--- src/rtl/interrupt_controller_pkg.sv ---
// Shared definitions for the interrupt controller and the CPU control unit.
// Latency: n/a (types and constants only).
// Backpressure: n/a.
package interrupt_controller_pkg;

    // Default sizing. The CPU control unit decodes irq_mode using the same
    // values, so change them here rather than at an instantiation.
    localparam int INTC_N_SRC  = 4;
    localparam int INTC_MODE_W = 3;

    // FSM state codes; 2'd3 is illegal and recovers to IDLE.
    localparam logic [1:0] INTC_IDLE = 2'd0;
    localparam logic [1:0] INTC_REQ  = 2'd1;
    localparam logic [1:0] INTC_SVC  = 2'd2;

    typedef enum logic [1:0] {
        ST_IDLE = INTC_IDLE,
        ST_REQ  = INTC_REQ,
        ST_SVC  = INTC_SVC
    } intc_state_t;

    // Width of a source index, kept at least one bit wide.
    function automatic int intc_id_w(input int n_src);
        return (n_src > 1) ? $clog2(n_src) : 1;
    endfunction

endpackage

--- src/rtl/int_priority_pick.sv ---
// Fixed-priority picker: lowest set index of elig wins, with its mode slice.
// Latency: combinational, zero cycles.
// Backpressure: none; pure function of its inputs.
//
// Ports:
//   elig     in   N_SRC          eligible (pending and unmasked) sources
//   mode_bus in   N_SRC*MODE_W   per-source mode codes
//   any      out  1              at least one source eligible
//   id       out  ID_W           index of the winning source (0 if none)
//   mode     out  MODE_W         mode of the winning source (0 if none)
module int_priority_pick
    import interrupt_controller_pkg::*;
#(
    parameter int N_SRC  = INTC_N_SRC,
    parameter int MODE_W = INTC_MODE_W,
    parameter int ID_W   = intc_id_w(INTC_N_SRC)
) (
    input  logic [N_SRC-1:0]        elig,
    input  logic [N_SRC*MODE_W-1:0] mode_bus,
    output logic                    any,
    output logic [ID_W-1:0]         id,
    output logic [MODE_W-1:0]       mode
);

    // Scan from the highest index downward so the lowest set index is the
    // last assignment and therefore wins.
    always_comb begin
        any  = 1'b0;
        id   = '0;
        mode = '0;
        for (int i = N_SRC - 1; i >= 0; i--) begin
            if (elig[i]) begin
                any  = 1'b1;
                id   = ID_W'(i);
                mode = mode_bus[i*MODE_W +: MODE_W];
            end
        end
    end

endmodule

--- src/rtl/interrupt_controller.sv ---
// Edge-captured, maskable, fixed-priority interrupt sequencer with irq/int_ack/eoi handshake.
// Latency: request line first sampled high at edge k -> pending at k -> irq=1 after edge k+1.
// Backpressure: one request presented at a time; later events wait in pending until eoi.
//
// Ports:
//   clk, rst     clock and asynchronous active-high reset
//   irq_in       raw level request lines (rising edge = new event)
//   mode_bus     per-source mode codes, source i at [i*MODE_W +: MODE_W]
//   en_int       global interrupt enable
//   mask_we/mask_wdata  mask register write (1 = masked)
//   int_ack/eoi  CPU accept and end-of-interrupt pulses
//   irq, irq_id, irq_mode  registered request, source index and mode to the CPU
//   busy         handler in service
//   pending/mask status readback
module interrupt_controller
    import interrupt_controller_pkg::*;
#(
    parameter int N_SRC  = INTC_N_SRC,
    parameter int MODE_W = INTC_MODE_W,
    parameter int ID_W   = intc_id_w(N_SRC)
) (
    input  logic                    clk,
    input  logic                    rst,
    input  logic [N_SRC-1:0]        irq_in,
    input  logic [N_SRC*MODE_W-1:0] mode_bus,
    input  logic                    en_int,
    input  logic                    mask_we,
    input  logic [N_SRC-1:0]        mask_wdata,
    input  logic                    int_ack,
    input  logic                    eoi,
    output logic                    irq,
    output logic [ID_W-1:0]         irq_id,
    output logic [MODE_W-1:0]       irq_mode,
    output logic                    busy,
    output logic [N_SRC-1:0]        pending,
    output logic [N_SRC-1:0]        mask
);

    intc_state_t        state;
    logic [N_SRC-1:0]   irq_d;
    logic [N_SRC-1:0]   rise;
    logic [N_SRC-1:0]   ack_clr;
    logic [N_SRC-1:0]   elig;
    logic               pick_any;
    logic [ID_W-1:0]    pick_id;
    logic [MODE_W-1:0]  pick_mode;

    assign rise = irq_in & ~irq_d;
    assign elig = pending & ~mask;

    // Accepting a request retires its pending bit.
    always_comb begin
        ack_clr = '0;
        if (state == ST_REQ && int_ack) begin
            ack_clr[irq_id] = 1'b1;
        end
    end

    int_priority_pick #(
        .N_SRC  (N_SRC),
        .MODE_W (MODE_W),
        .ID_W   (ID_W)
    ) u_pick (
        .elig     (elig),
        .mode_bus (mode_bus),
        .any      (pick_any),
        .id       (pick_id),
        .mode     (pick_mode)
    );

    // Edge detect, pending and mask. A new edge beats a same-cycle clear so
    // an event arriving during the ack is not lost.
    always_ff @(posedge clk or posedge rst) begin
        if (rst) begin
            irq_d   <= '0;
            pending <= '0;
            mask    <= '0;
        end else begin
            irq_d   <= irq_in;
            pending <= (pending & ~ack_clr) | rise;
            if (mask_we) begin
                mask <= mask_wdata;
            end
        end
    end

    // Sequencer. The presented id/mode are frozen once in REQ so the CPU
    // never sees the request change under it; no preemption.
    always_ff @(posedge clk or posedge rst) begin
        if (rst) begin
            state    <= ST_IDLE;
            irq      <= 1'b0;
            irq_id   <= '0;
            irq_mode <= '0;
            busy     <= 1'b0;
        end else begin
            case (state)
                ST_IDLE: begin
                    if (en_int && pick_any) begin
                        state    <= ST_REQ;
                        irq      <= 1'b1;
                        irq_id   <= pick_id;
                        irq_mode <= pick_mode;
                    end
                end
                ST_REQ: begin
                    if (int_ack) begin
                        state <= ST_SVC;
                        irq   <= 1'b0;
                        busy  <= 1'b1;
                    end else if (!en_int || mask[irq_id]) begin
                        // Withdraw; the source stays pending for later.
                        state <= ST_IDLE;
                        irq   <= 1'b0;
                    end
                end
                ST_SVC: begin
                    if (eoi) begin
                        state <= ST_IDLE;
                        busy  <= 1'b0;
                    end
                end
                default: begin
                    state    <= ST_IDLE;
                    irq      <= 1'b0;
                    irq_id   <= '0;
                    irq_mode <= '0;
                    busy     <= 1'b0;
                end
            endcase
        end
    end

endmodule

--- config.mk ---
export PLATFORM = sky130hd
export DESIGN_NAME = interrupt_controller
export DESIGN_NICKNAME = d
export VERILOG_FILES = /design/src/rtl/interrupt_controller_pkg.sv /design/src/rtl/int_priority_pick.sv /design/src/rtl/interrupt_controller.sv
export SDC_FILE = /design/constraint.sdc
export NUM_CORES = 1
export LEC_CHECK = 0
export ABC_CLOCK_PERIOD_IN_PS = 4700
export BUFFER_PORTS_ARGS = -buffer_cell sky130_fd_sc_hd__buf_2
export CAP_MARGIN = 40
export CORE_MARGIN = 8
export CORE_UTILIZATION = 37
export DETAILED_ROUTE_END_ITERATION = 8
export GPL_TIMING_DRIVEN = 0
export PLACE_DENSITY_LB_ADDON = 0.25
export SETUP_SLACK_MARGIN = 0.4
export SYNTH_ARGS = -nofsm -noshare
export SYNTH_HDL_FRONTEND = slang
export SYNTH_SLANG_ARGS = --single-unit
--- constraint.sdc ---
create_clock -name clk -period 4.7 [get_ports clk]
set_input_delay 0.47 -clock clk [delete_from_list [all_inputs] [get_ports clk]]
set_output_delay 0.47 -clock clk [all_outputs]
set_load 0.02 [all_outputs]
==> results of run 1 <==
synthesized netlist by cell type:
master / n / area [um^2]
mux2_2: 4 / 45.0
o41ai_4: 1 / 27.5
a21oi_2: 1 / 8.76
a2bb2oi_1: 3 / 26.3
nand2b_1: 3 / 18.8
mux2_4: 1 / 15.0
a311oi_1: 3 / 26.3
o32a_1: 1 / 10.0
mux2_1: 1 / 11.3
buf_2: 1 / 5.00
nor2_1: 3 / 11.3
mux4_2: 1 / 22.5
o22ai_1: 3 / 18.8
a211oi_2: 2 / 25.0
o2111ai_1: 1 / 8.76
a21oi_1: 2 / 10.0
or3b_1: 1 / 8.76
or2_1: 1 / 6.26
dfrtp_1: 21 / 526
mux2i_1: 2 / 20.0
and3b_1: 3 / 26.3
nand2_1: 2 / 7.51
and4bb_1: 1 / 12.5
nor2b_1: 5 / 31.3
nand3_1: 1 / 5.00
o21ai_0: 3 / 15.0
inv_1: 11 / 41.3
o21ai_1: 8 / 40.0
ha_1: 3 / 37.5
nor3_1: 1 / 5.00
power by group through the flow:
stage	clock network [mW]	logic (mW)	registers [mW]
finish	0.0843	0.325	0.261
global placement	0	0.319	0.262
CTS	0.0876	0.331	0.261
floorplan	0	0.199	0.299
detailed placement	0	0.330	0.265
global route	0.0943	0.358	0.268
kinds of logic (layout without fill, tap and decap cells):
group	after synthesis	count (layout)	share of synthesized area [%]
buffers and inverters	12	56	4.32
adder cells (fa/ha/maj)	3	3	3.50
AND/OR/NAND/NOR	21	21	12.4
AO/OA/AOI/OAI	28	28	20.2
multiplexers	9	9	10.6
flip-flops	21	21	49.0
worst paths after layout:
check,to,slack [ns]
setup / recovery,irq_id[0],2.85
hold / removal,irq_d[3],0.28
setup reg to reg,irq_id[0],2.85
hold reg to reg,pending[2],0.41
max in group asynchronous,mask[0],3.91
min in group asynchronous,irq_d[3],0.30
layer usage:
metal / GRT usage, % / part of all wire [%] / wire length (um) / vias to the layer above
li1: - / - / - / 433
met1: 13.2 / 45 / 1160 / 424
met2: 17.5 / 46 / 1180 / 29
met3: 3.58 / 6.5 / 167 / 4
met4: 3.57 / 1.7 / 44 / 0
met5: 0 / 0 / 0 / -
sequential cells by signal, indices dropped and copies added (netlist names):
name,count
irq_mode,3
state,2
irq_id,2
irq,1
busy,1
irq_d,4
mask,4
pending,4
worst reg2reg max path, cell delays in order, from the launching register on:
cell and delay [ns]:
dfrtp_1 0.39, nor2b_1 0.46, o41ai_4 0.19, a21oi_2 0.33
mux2_1 0.37
layout make-up:
type | instances | area share [%]
Sequential cell | 21 | 39.3
Buffer | 1 | 0.374
Multi-Input combinational cell | 61 | 37.4
Clock buffer | 4 | 1.96
Tap cell | 31 | 2.90
Timing Repair Buffer | 40 | 15.0
Inverter | 11 | 3.09
per-stage QoR:
step,instances,setup WS (ns),power [mW]
6_report,169,2.85,0.670
5_1_grt,169,2.71,0.721
4_1_cts,169,2.82,0.680
3_5_place_dp,165,2.85,0.595
3_3_place_gp,165,2.92,0.581
2_1_floorplan,94,2.87,0.498
==> results.txt, run 1 <==
----------------------------------------------------
[Run status]
  Run status ... finished, final reports clean

[Pwr]
  Leakage power figure ... 0.650 nW
  Share of total power in the clock network ... 12.6%
  Net load switching power ... 0.272 mW
  Internal power consumption ... 0.399 mW
  Highest ir drop seen on vdd ... 0.252 mV
  Register share of total power ... 38.9%
  Power density normalized to cell area ... 501 nW/um^2
  Share of power burned in combinational logic ... 48.5%
  Sw Ratio ... 40.5%

[Critical path]
  Worst R2R Start ... pending[3]
  Number of cells on the critical path ... 4
  Maximum single-stage delay on the critical path ... 0.46 ns
  Startpoint type of the worst setup path ... flop
  CP cell instances ... nor2b_1 -> o41ai_4 -> a21oi_2 -> mux2_1
  CP endpoint kind ... flop
  Category of the most critical setup path ... reg -> reg
  CP arrival ... 2.04 ns
  Data required time of the worst path ... 4.89 ns
  Kind of cell adding the most delay to the critical path ... compound AO/OA/AOI/OAI gates
  Worst reg2reg path depth ... 4
  CP bufs+invs ... 0
  Library cell contributing the largest single delay on the critical path ... nor2b_1
  Critical path launch point ... pending[3]
  Top fanout value on the critical path ... 6

[Placement]
  Routability cong. ... 0.775
  Area post-placement ... 1310 um^2
  HPWL Detailed ... 2.17 mm
  Port bufs ... 40

[Synthesis]
  Synthesized instance count ... 94
  Number of nets in the synthesized netlist ... 123
  Part of the Yosys area used for sequential elements ... 49.0%
  Yosys warning total ... 0
  Flop and latch count out of synthesis ... 21
  Average cell area after synthesis ... 11.4 um^2
  Number of unique standard cell types used by synthesis ... 30
  Cell area after synthesis ... 1070 um^2

[Timing]
  Final worst hold slack ... 0.284 ns
  Actual slew at the worst max-slew pin ... 0.785 ns
  Number of pins exceeding their max-slew limit in the final report ... 0
  Post-route minimum period ... 1.85 ns
  RSZ-0062 raised after global routing ... false
  FMAX ... 0.540 GHz
  Final period utilization ... 39.4%
  Setup TNS ... 0 ns
  Number of failing hold endpoints at the final stage ... 0
  Rel. slew slack ... 47.6%
  Skew final ... 0.00767 ns
  Final-report setup violation count ... 0

[Worst hold path]
  Hold Crit Depth ... 1
  Worst min path class ... in -> reg
  Startpoint of the tightest hold check path ... irq_in[3]

[Floorplanning]
  Die area ... 4880 um^2
  Standard-cell row count ... 19
  Die Y ... 69.8 um
  I/O pin count ... 41
  Die X ... 69.8 um
  Std-Cell Core Area ... 2760 um^2
  Initial Utilization ... 38.9%

[Clocking]
  Inserted Clock Buffers ... 3
  CTS resizes ... 0
  Clock transition at the registers of the reported paths ... 0.12 ns
  Number of post-CTS setup repair buffers ... 0
  Clock latency at the later pin of the worst-skew pair ... 0.29 ns
  Root Driver ... clkbuf_4
  Count of hold buffers inserted by post-cts repair ... 0
  Num Clock Sinks ... 21
  Level count of the clock H-tree ... 1
  Clock tree from TritonCTS ... built
  Clock buffer depth ... 2

[Route]
  DR DRC count ... 0
  Total length of routed wires ... 2.55 mm
  Vias post-DR ... 890
  Detailed Route Iter0 Violations ... 24
  Routed wire length per instance ... 15.1 um
  Count of TritonRoute iterations in the first routing pass ... 4
  Number of nets still failing antenna checks after routing ... 0
  Via density ... 5.27

[Layout]
  Share of post-route cells with drive strength above 1 ... 39.1%
  Final core area utilization ... 48.5%
  Synth-to-layout area growth ... 24.7%
  Final Cell Area ... 1340 um^2
  Most frequent standard cell in the layout excluding fill and tap cells ... buf_2
  Register cell area after layout ... 526 um^2
  Antenna Diode Count ... 0
  Total area of multi-input combinational cells ... 500 um^2
  Fillcell total ... 293
  Net count, final ... 168
  Commonest cells after routing, fill and taps aside ... buf_2 (41), dfrtp_1 (21), inv_1 (11)

[Global routing]
  Pin count of the biggest net entering global routing ... 22
  Antenna violations before repair ... 0
  Global Route Usage Sum ... 10.8%
  Number of global-route vias before repair ... 966
  Wire length of the first global-routing pass ... 4.49 mm
  Global-route congestion overflow total ... 0

[Job]
  Number of max-cap violations ... 0

----------------------------------------------------
Power figures use the tool's default switching activity.
==> run 2: changes to the inputs <==
- ABC_CLOCK_PERIOD_IN_PS: 4700 -> 1790
- clock period: 4.7 -> 1.79 ns (I/O delays scaled with it)
==> results.txt, run 2 (synthesized netlist as in run 1, its figures left out) <==
----------------------------------------------------
[Layout]
  Net count, final ... 184
  Register cell area after layout ... 532 um^2
  Share of post-route cells with drive strength above 1 ... 53.9%
  Antenna Diode Count ... 0
  Final Cell Area ... 1540 um^2
  Largest registers ... irq_d x4, mask x4, pending x4
  Fillcell total ... 260
  Total area of multi-input combinational cells ... 558 um^2
  Commonest cells after routing, fill and taps aside ... buf_2 (40), dfrtp_1 (16), buf_4 (12)
  Synth-to-layout area growth ... 43.4%
  Most frequent standard cell in the layout excluding fill and tap cells ... buf_2

[Clocking]
  Clock latency at the later pin of the worst-skew pair ... 0.29 ns
  Root Driver ... clkbuf_4
  Clock transition at the registers of the reported paths ... 0.12 ns
  Inserted Clock Buffers ... 3
  Num Clock Sinks ... 21
  Level count of the clock H-tree ... 1
  Clock buffer depth ... 2
  Clock tree from TritonCTS ... built

[Placement]
  Area post-placement ... 1320 um^2
  HPWL Detailed ... 2.13 mm
  Routability cong. ... 0.817
  Port bufs ... 40
  Worst slack at placement ... -0.0422 ns

[Route]
  Detailed Route Iter0 Violations ... 20
  Routed wire length per instance ... 15.1 um
  Count of TritonRoute iterations in the first routing pass ... 3
  Via density ... 5.05
  Number of nets still failing antenna checks after routing ... 0
  Total length of routed wires ... 2.79 mm
  DR DRC count ... 0
  Vias post-DR ... 934

[Floorplanning]
  Die area ... 4880 um^2
  Std-Cell Core Area ... 2760 um^2
  I/O pin count ... 41
  Standard-cell row count ... 19
  Initial Utilization ... 38.9%
  Die Y ... 69.8 um
  Die X ... 69.8 um

[Timing]
  RSZ-0062 raised after global routing ... true
  Actual slew at the worst max-slew pin ... 0.788 ns
  Rel. slew slack ... 47.4%
  Number of failing hold endpoints at the final stage ... 0
  FMAX ... 0.582 GHz
  Final worst hold slack ... 0.00846 ns
  Number of pins exceeding their max-slew limit in the final report ... 0
  Final period utilization ... 95.9%
  Final worst setup slack ... 0.0728 ns
  Post-route minimum period ... 1.72 ns
  Final-report setup violation count ... 0
  Skew final ... 0.00362 ns

[Critical path]
  CP arrival ... 1.91 ns
  Data required time of the worst path ... 1.98 ns
  CP endpoint kind ... flop
  Top fanout value on the critical path ... 3
  Startpoint type of the worst setup path ... flop
  Category of the most critical setup path ... reg -> reg

[Global routing]
  Pin count of the biggest net entering global routing ... 22
  Number of global-route vias before repair ... 1026
  Global Route Usage Sum ... 11.0%
  Global-route congestion overflow total ... 0
  Antenna violations before repair ... 0
  Wire length of the first global-routing pass ... 4.62 mm

[Pwr]
  Total chip power ... 1.98 mW
  Leakage power figure ... 0.751 nW
  Power density normalized to cell area ... 1290 nW/um^2
  Highest ir drop seen on vdd ... 0.768 mV

[Run status]
  Run status ... finished, final reports clean

[Job]
  Number of max-cap violations ... 0

[Worst hold path]
  Worst min path class ... in -> async

----------------------------------------------------
## run 2: cell types whose count changed in the layout (fill, tap and decap cells not counted), sizes merged
cell,previous run,this run
dlygate4sd3,0,4
buf,41,53
## run 2: critical path, cell delays in order, from the launching register on
cell      delay (ns)
dfrtp_1         0.44
mux4_2          0.49
and4bb_2        0.35
a211oi_2        0.05
mux2_4          0.29
## run 2: through the flow
| step | std cells | setup TNS, ns | util [%] |
|---|---|---|---|
| floorplan | 94 | 0 | - |
| global placement | 165 | 0 | 47.8 |
| detailed placement | 165 | -0.0422 | 47.8 |
| CTS | 180 | 0 | 52.8 |
| global route | 185 | 0 | 55.8 |
| finish | 185 | 0 | 55.8 |
## run 2: worst paths after layout
kind                                   end  cells after the start          start  slack, ns
worst min-delay path              irq_d[3]                      2            rst      0.008
min in group clk                   mask[1]                      2  mask_wdata[1]       0.11
worst min register to register  pending[2]                      1       irq_d[2]       0.41
worst max register to register         irq                      4        mask[3]       0.07
max in group asynchronous       pending[2]                      2            rst       1.24
worst max-delay path                   irq                      4        mask[3]       0.07
## run 2: repair_timing
| item | 4_1_cts | 5_1_grt |
|---|---|---|
| hold buffers | 4 | 0 |
| setup endpoints to repair | 8 | 11 |
| gates resized for setup | 6 | 13 |
| pin swaps | 3 | 6 |
| endpoints found under the hold margin | 4 | 0 |
| setup buffers | 7 | 5 |
## run 2: per-layer routing
metal	GRT usage, %	share of wire, %	vias up
met5	0	0	-
met4	2.68	1.0	0
met3	5.15	8.8	4
met2	17.8	46	27
met1	12.9	44	439
li1	-	-	464
## run 2: area by class of cell
class                   count  share of cell area (%)
plain buffers               1                   0.732
flip-flops and latches     21                    34.6
multi-input cells          61                    36.3
well taps                  31                    2.52
clock buffers               4                    1.71
inverters                  11                    2.69
repair buffers             56                    21.5
## run 2: where the power goes
group	total (mW)	switching (mW)	leakage (nW)	internal, mW
sequential	0.682	0.0888	0.243	0.593
combinational	1.07	0.546	0.493	0.526
clock	0.223	0.137	0.0150	0.0865
total	1.98	0.771	0.751	1.21
